[src/rtl/udp_tx_pkt_gen_if.sv]
// Bundle of the user word stream and the udp-core transmit handshake used by
// udp_tx_pkt_gen. The slave modport is the packet generator's view, the master
// modport is the view of whatever drives user words and plays the udp core.
interface udp_tx_pkt_gen_if;
    logic        in_valid;
    logic [31:0] in_data;
    logic        in_ready;
    logic        tx_start_en;
    logic [15:0] tx_byte_num;
    logic        tx_req;
    logic [31:0] tx_data;
    logic        tx_pkg_done;
    logic        busy;
    logic [15:0] pkt_cnt;

    modport master (
        output in_valid, in_data, tx_req, tx_pkg_done,
        input  in_ready, tx_start_en, tx_byte_num, tx_data, busy, pkt_cnt
    );

    modport slave (
        input  in_valid, in_data, tx_req, tx_pkg_done,
        output in_ready, tx_start_en, tx_byte_num, tx_data, busy, pkt_cnt
    );
endinterface

[src/rtl/udp_tx_pkt_gen.sv]
// udp_tx_pkt_gen: transmit-side payload source for the udp core.
// Buffers 32-bit user words in a circular RAM and frames them into packets of
// PKT_WORDS words: pulses tx_start_en with tx_byte_num, answers each tx_req with
// the next word one cycle later, then waits for tx_pkg_done.
// Optional feature macro TX_TIMEOUT_FLUSH_EN: when defined, a partial packet is
// flushed after TIMEOUT_CYC idle cycles; when undefined only full packets go out.
module udp_tx_pkt_gen #(
    parameter int DEPTH_LOG2  = 6,
    parameter int PKT_WORDS   = 16,
    parameter int TIMEOUT_CYC = 1000
) (
    input  logic            clk,
    input  logic            rst_n,
    udp_tx_pkt_gen_if.slave bus
);
    localparam int              DEPTH      = 1 << DEPTH_LOG2;
    localparam int              PW         = DEPTH_LOG2 + 1;
    localparam logic [PW-1:0]   FULL_LEVEL = PW'(DEPTH);
    localparam logic [PW-1:0]   PKT_LEVEL  = PW'(PKT_WORDS);

    typedef enum logic [1:0] {
        S_IDLE,
        S_START,
        S_SEND,
        S_WAIT_DONE
    } state_t;

    state_t        state_reg, state_next;

    logic [31:0]   buf_mem [DEPTH];
    logic [PW-1:0] wr_ptr_reg, rd_ptr_reg;
    logic [PW-1:0] level;
    logic [PW-1:0] n_reg, n_next;
    logic [PW-1:0] sent_reg, sent_next;
    logic [15:0]   byte_num_reg, byte_num_next;
    logic [15:0]   pkt_cnt_reg, pkt_cnt_next;
    logic [31:0]   tx_data_reg;
    logic          push, pop, zero_data, flush_go;

    assign level    = wr_ptr_reg - rd_ptr_reg;
    assign push     = bus.in_valid && (level != FULL_LEVEL);

    assign bus.in_ready    = (level != FULL_LEVEL);
    assign bus.tx_start_en = (state_reg == S_START);
    assign bus.busy        = (state_reg != S_IDLE);
    assign bus.tx_byte_num = byte_num_reg;
    assign bus.tx_data     = tx_data_reg;
    assign bus.pkt_cnt     = pkt_cnt_reg;

`ifdef TX_TIMEOUT_FLUSH_EN
    localparam int TW = $clog2(TIMEOUT_CYC + 1);

    logic [TW-1:0] timer_reg;

    // Idle timer: runs only while a partial packet sits untouched in IDLE.
    always_ff @(posedge clk or negedge rst_n) begin
        if (!rst_n) begin
            timer_reg <= '0;
        end else if (state_reg != S_IDLE || state_next != S_IDLE || push || level == '0) begin
            timer_reg <= '0;
        end else if (level < PKT_LEVEL) begin
            timer_reg <= timer_reg + TW'(1);
        end
    end

    assign flush_go = (level != '0) && (timer_reg == TW'(TIMEOUT_CYC - 1));
`else
    // No timer in this build: partial data waits for a full packet.
    assign flush_go = 1'b0 && (TIMEOUT_CYC > 0);
`endif

    // Next-state and packet bookkeeping; packet size and byte count are frozen
    // on the IDLE->START edge so tx_byte_num is already valid with tx_start_en.
    always_comb begin
        state_next    = state_reg;
        n_next        = n_reg;
        sent_next     = sent_reg;
        byte_num_next = byte_num_reg;
        pkt_cnt_next  = pkt_cnt_reg;
        pop           = 1'b0;
        zero_data     = 1'b0;
        case (state_reg)
            S_IDLE: begin
                if (level >= PKT_LEVEL) begin
                    n_next        = PKT_LEVEL;
                    byte_num_next = 16'({PKT_LEVEL, 2'b00});
                    sent_next     = '0;
                    state_next    = S_START;
                end else if (flush_go) begin
                    n_next        = level;
                    byte_num_next = 16'({level, 2'b00});
                    sent_next     = '0;
                    state_next    = S_START;
                end
            end
            S_START: begin
                state_next = S_SEND;
            end
            S_SEND: begin
                if (bus.tx_req) begin
                    if (sent_reg < n_reg) begin
                        pop       = 1'b1;
                        sent_next = sent_reg + PW'(1);
                        if (sent_reg + PW'(1) == n_reg) begin
                            state_next = S_WAIT_DONE;
                        end
                    end else begin
                        zero_data = 1'b1;
                    end
                end
            end
            S_WAIT_DONE: begin
                if (bus.tx_req) begin
                    zero_data = 1'b1;
                end
                if (bus.tx_pkg_done) begin
                    pkt_cnt_next = pkt_cnt_reg + 16'd1;
                    state_next   = S_IDLE;
                end
            end
            default: begin
                state_next = S_IDLE;
            end
        endcase
    end

    // Control registers: FSM state, packet size, sent count, byte count, packet counter.
    always_ff @(posedge clk or negedge rst_n) begin
        if (!rst_n) begin
            state_reg    <= S_IDLE;
            n_reg        <= '0;
            sent_reg     <= '0;
            byte_num_reg <= '0;
            pkt_cnt_reg  <= '0;
        end else begin
            state_reg    <= state_next;
            n_reg        <= n_next;
            sent_reg     <= sent_next;
            byte_num_reg <= byte_num_next;
            pkt_cnt_reg  <= pkt_cnt_next;
        end
    end

    // Buffer pointers and the registered read port that feeds tx_data.
    always_ff @(posedge clk or negedge rst_n) begin
        if (!rst_n) begin
            wr_ptr_reg  <= '0;
            rd_ptr_reg  <= '0;
            tx_data_reg <= '0;
        end else begin
            if (push) begin
                wr_ptr_reg <= wr_ptr_reg + PW'(1);
            end
            if (pop) begin
                rd_ptr_reg  <= rd_ptr_reg + PW'(1);
                tx_data_reg <= buf_mem[rd_ptr_reg[DEPTH_LOG2-1:0]];
            end else if (zero_data) begin
                tx_data_reg <= '0;
            end
        end
    end

    // Payload RAM write port; contents need no reset because the pointers gate reads.
    always_ff @(posedge clk) begin
        if (push) begin
            buf_mem[wr_ptr_reg[DEPTH_LOG2-1:0]] <= bus.in_data;
        end
    end
endmodule

[src/flat_wrapper.sv]
// flat-port wrapper written by rule: the top's interface ports become plain ports
module udp_tx_pkt_gen_flat 
#(
    parameter int DEPTH_LOG2  = 6,
    parameter int PKT_WORDS   = 16,
    parameter int TIMEOUT_CYC = 1000
)
  (clk, rst_n, bus_in_valid, bus_in_data, bus_tx_req, bus_tx_pkg_done, bus_in_ready, bus_tx_start_en, bus_tx_byte_num, bus_tx_data, bus_busy, bus_pkt_cnt);
  udp_tx_pkt_gen_if bus_i ();
  input  logic clk;
  input  logic rst_n;
  input wire logic [$bits(bus_i.in_valid)-1:0] bus_in_valid;
  input wire logic [$bits(bus_i.in_data)-1:0] bus_in_data;
  input wire logic [$bits(bus_i.tx_req)-1:0] bus_tx_req;
  input wire logic [$bits(bus_i.tx_pkg_done)-1:0] bus_tx_pkg_done;
  output wire logic [$bits(bus_i.in_ready)-1:0] bus_in_ready;
  output wire logic [$bits(bus_i.tx_start_en)-1:0] bus_tx_start_en;
  output wire logic [$bits(bus_i.tx_byte_num)-1:0] bus_tx_byte_num;
  output wire logic [$bits(bus_i.tx_data)-1:0] bus_tx_data;
  output wire logic [$bits(bus_i.busy)-1:0] bus_busy;
  output wire logic [$bits(bus_i.pkt_cnt)-1:0] bus_pkt_cnt;
  assign bus_i.in_valid = bus_in_valid;
  assign bus_i.in_data = bus_in_data;
  assign bus_i.tx_req = bus_tx_req;
  assign bus_i.tx_pkg_done = bus_tx_pkg_done;
  assign bus_in_ready = bus_i.in_ready;
  assign bus_tx_start_en = bus_i.tx_start_en;
  assign bus_tx_byte_num = bus_i.tx_byte_num;
  assign bus_tx_data = bus_i.tx_data;
  assign bus_busy = bus_i.busy;
  assign bus_pkt_cnt = bus_i.pkt_cnt;
  udp_tx_pkt_gen #(.DEPTH_LOG2(DEPTH_LOG2), .PKT_WORDS(PKT_WORDS), .TIMEOUT_CYC(TIMEOUT_CYC)) u_core (.clk(clk), .rst_n(rst_n), .bus(bus_i));
endmodule
[config.mk]
export PLATFORM = sky130hd
export DESIGN_NAME = udp_tx_pkt_gen_flat
export DESIGN_NICKNAME = d
export VERILOG_FILES = /design/src/rtl/udp_tx_pkt_gen_if.sv /design/src/rtl/udp_tx_pkt_gen.sv /design/src/flat_wrapper.sv
export SDC_FILE = /design/constraint.sdc
export NUM_CORES = 2
export LEC_CHECK = 0
export CORE_ASPECT_RATIO = 0.9
export CORE_MARGIN = 5
export CORE_UTILIZATION = 45
export CTS_BUF_LIST = sky130_fd_sc_hd__clkbuf_4
export DETAILED_ROUTE_END_ITERATION = 10
export SETUP_SLACK_MARGIN = 0.05
export SLEW_MARGIN = 15
export SYNTH_ARGS = -nofsm -noshare
export SYNTH_HDL_FRONTEND = slang
export SYNTH_SLANG_ARGS = --single-unit
[constraint.sdc]
create_clock -name clk -period 6.7 [get_ports clk]
set_clock_uncertainty 0.2 [all_clocks]
set_input_delay 2.01 -clock clk [delete_from_list [all_inputs] [get_ports clk]]
set_output_delay 2.01 -clock clk [all_outputs]
set_load 0.02 [all_outputs]
==> summary.txt <==
Setup path
  – CP endpoint kind: primary output
  – Worst endpoint required time: 4.49 ns
  – CP arrival: 3.90 ns
  – Critical path class: reg2out
  – CP Launch Type: flip-flop
  – Crit-path max FO: 39

Global routing
  – Gr ovfl total: 0
  – Initial antenna violation count: 8
  – First-pass GRT wire length: 289000 um
  – Vias in the first global route: 41754
  – Total GRT Usage: 21.0%
  – Largest net degree at the start of global routing: 150

Logic synthesis
  – FFs w/ async S/R, synth: 3.40%
  – Number of synthesized register bits: 2120
  – Mapped Area: 0.0814 mm2
  – Synth cell types: 54
  – Post-Synth Adder-Cell Area: 0.246%
  – Post-synthesis compound-gate area fraction: 1.62%
  – Largest family of logic cells by synthesized area: multiplexers
  – Synth Area in XOR/XNOR: 0.334%
  – Yosys warning total: 0
  – Synthesized instance count: 3604
  – Post-synth top flop: edfxtp_1
  – Sequential area share after synthesis: 77.8%
  – Simple-gate area share of the yosys netlist: 2.09%
  – Mux contribution to synthesized area: 16.6%
  – Number of synthesized flops with an enable pin: 2048
  – Syn Area/Cell: 22.6 um2

Placement
  – GP Congestion: 0.786
  – PortBufs: 88
  – Final HPWL DP: 108000 um

Drt
  – DRT Pass-1 Iters: 5
  – Post-route DRC violation count: 0
  – DR WL/cell: 28.4 um
  – Vias: 39938
  – Post-Route WL: 197000 um
  – Initial DRC count: 3615
  – Vias per Instance: 5.75
  – Antenna Nets Post-Route: 0

Final layout
  – Final core utilization: 51.3%
  – Multi-input gate area: 0.0176 mm2
  – Share of post-route cells with drive strength above 1: 36.7%
  – Sequential Area: 0.0633 mm2
  – Most frequent cells in the layout: 2048 x edfxtp_1, 790 x clkbuf_4, 559 x mux4_2
  – Commonest non-fill, non-tap cell in the layout: edfxtp_1
  – Max reg flops: 2048
  – Final nets: 4235
  – Layout overhead on the synthesized area: 13.6%
  – Fillers: 14471

Power and ir drop
  – P_leak: 29.7 nW
  – Peak supply drop: 0.171 mV
  – Cell Pwr Density: 293 mW/mm2

Clock tree
  – Post-cts resize count: 0
  – CTS clk-pin slew, worst paths: 0.06 ns
  – Clock Sinks: 2120
  – Post-CTS setup buffers: 0
  – Clock buffer depth: 4
  – Clk_lat worst skew: 1.30 ns
  – Clock root cell: clkbuf_4
  – Number of buffers created by CTS: 547
  – H-tree Lvls: 6
  – Cts-stage hold buffer count: 0
  – CTS tree: built

Timing
  – Max Clk Rate: 164 MHz
  – Unrepaired setup endpoints after global routing: no
  – Final setup viols: 0
  – Setup_tns: 0 ns
  – Final hold vios: 0
  – Fin crit period: 6.11 ns
  – Relative slew slack: 22.2%
  – Least-Margin Pin Slew: 1.16 ns
  – Fin crit share: 91.3%
  – Final max-slew violation count: 0

Worst hold path
  – Worst Hold Class: reg2reg

Die
  – Initial core utilization: 45.1%
  – Die Y: 413 um
  – # IOs: 104
  – Num rows: 148
  – Die footprint: 0.189 mm2
  – Die X: 458 um
  – Core area: 0.180 mm2

Status
  – Outcome: finished clean

Flow run
  – Max_cap viols: 0
## power by group
part	total, mW	internal [mW]	switching (mW)
Combinational	1.22	0.281	0.938
Clock	10.8	5.76	5.01
Sequential	15.1	15.0	0.116
## final cells by class
class / instances / share of cell area (%)
sequential: 2120 / 68.5
multi-input combinational: 1280 / 19.0
clock buffer: 790 / 6.42
tap: 2400 / 3.25
timing repair buffer: 217 / 1.97
clock inverter: 111 / 0.758
inverter: 16 / 0.0948
antenna: 13 / 0.0352
## routing by layer
| metal | up-vias | wire length, um | global-route usage [%] | share of wire, % |
|---|---|---|---|---|
| met2 | 1528 | 95100 | 32.9 | 48 |
| met4 | 0 | 3480 | 5.96 | 1.8 |
| met5 | - | 0 | 0 | 0 |
| met1 | 21427 | 85800 | 30.2 | 44 |
| met3 | 271 | 12800 | 4.41 | 6.5 |
| li1 | 16712 | - | - | - |
## worst max-delay path, stage by stage (launching register included)
cell            delay [ns]
dfrtp_2               0.49
clkinv_16             0.22
ha_1                  0.42
a21oi_1               0.11
or2_2                 0.33
o2111a_1              0.16
xor2_1                0.16
o2111ai_1             0.13
buf_4                 0.31
dlymetal6s2s_1        0.28
## final timing paths
path                                   startpoint                endpoint  slack, ns  depth (start not counted)
min                        u_core.bus.pkt_cnt[15]  u_core.bus.pkt_cnt[15]       0.28                          1
min in group asynchronous                   rst_n  u_core.bus.pkt_cnt[15]       0.43                          1
min reg2reg                u_core.bus.pkt_cnt[15]  u_core.bus.pkt_cnt[15]       0.28                          1
max                          u_core.rd_ptr_reg[3]            bus_in_ready       0.59                          9
max in group asynchronous                   rst_n    u_core.rd_ptr_reg[1]       4.69                          2
max reg2reg                  u_core.rd_ptr_reg[0]   u_core.bus.tx_data[9]       1.90                          8
## cells by family after synthesis
logic type	count (synthesis)
flops	2120
mux	644
simple gates	383
buf+inv	218
compound gates	191
xor+xnor	31
fa+ha+maj	16
other cells	1
## synth_stat cells (15+ instances only)
cell type / count / area [um2]
a2111oi_0: 18 / 158
a21oi_1: 38 / 190
dfrtp_1: 72 / 1800
nor3_1: 23 / 115
nor2_1: 118 / 443
a31oi_1: 15 / 93.8
buf_2: 55 / 275
clkbuf_1: 74 / 278
edfxtp_1: 2048 / 61500
mux2_2: 37 / 417
xnor2_1: 23 / 201
and3_1: 19 / 119
nand2_1: 151 / 567
o22ai_1: 50 / 313
buf_1: 28 / 105
ha_1: 16 / 200
a22oi_1: 32 / 240
buf_4: 40 / 300
o221ai_1: 17 / 149
mux2i_1: 48 / 480
mux4_2: 559 / 12600
nand3_1: 35 / 175
## stage by stage
| step | hold WS (ns) | power, mW | instance area [um2] | setup WS (ns) | std cells |
|---|---|---|---|---|---|
| 2_1_floorplan | 0.264 | 15.9 | 81400 | 1.73 | 3618 |
| 3_3_place_gp | 0.257 | 16.6 | 85600 | 1.08 | 6029 |
| 3_5_place_dp | 0.280 | 16.6 | 85700 | 1.23 | 6033 |
| 4_1_cts | 0.289 | 27.4 | 92400 | 0.0619 | 6934 |
| 5_1_grt | 0.304 | 28.3 | 92400 | 0.288 | 6943 |
| 6_report | 0.276 | 27.1 | 92400 | 0.586 | 6947 |
Power figures use the tool's default switching activity.
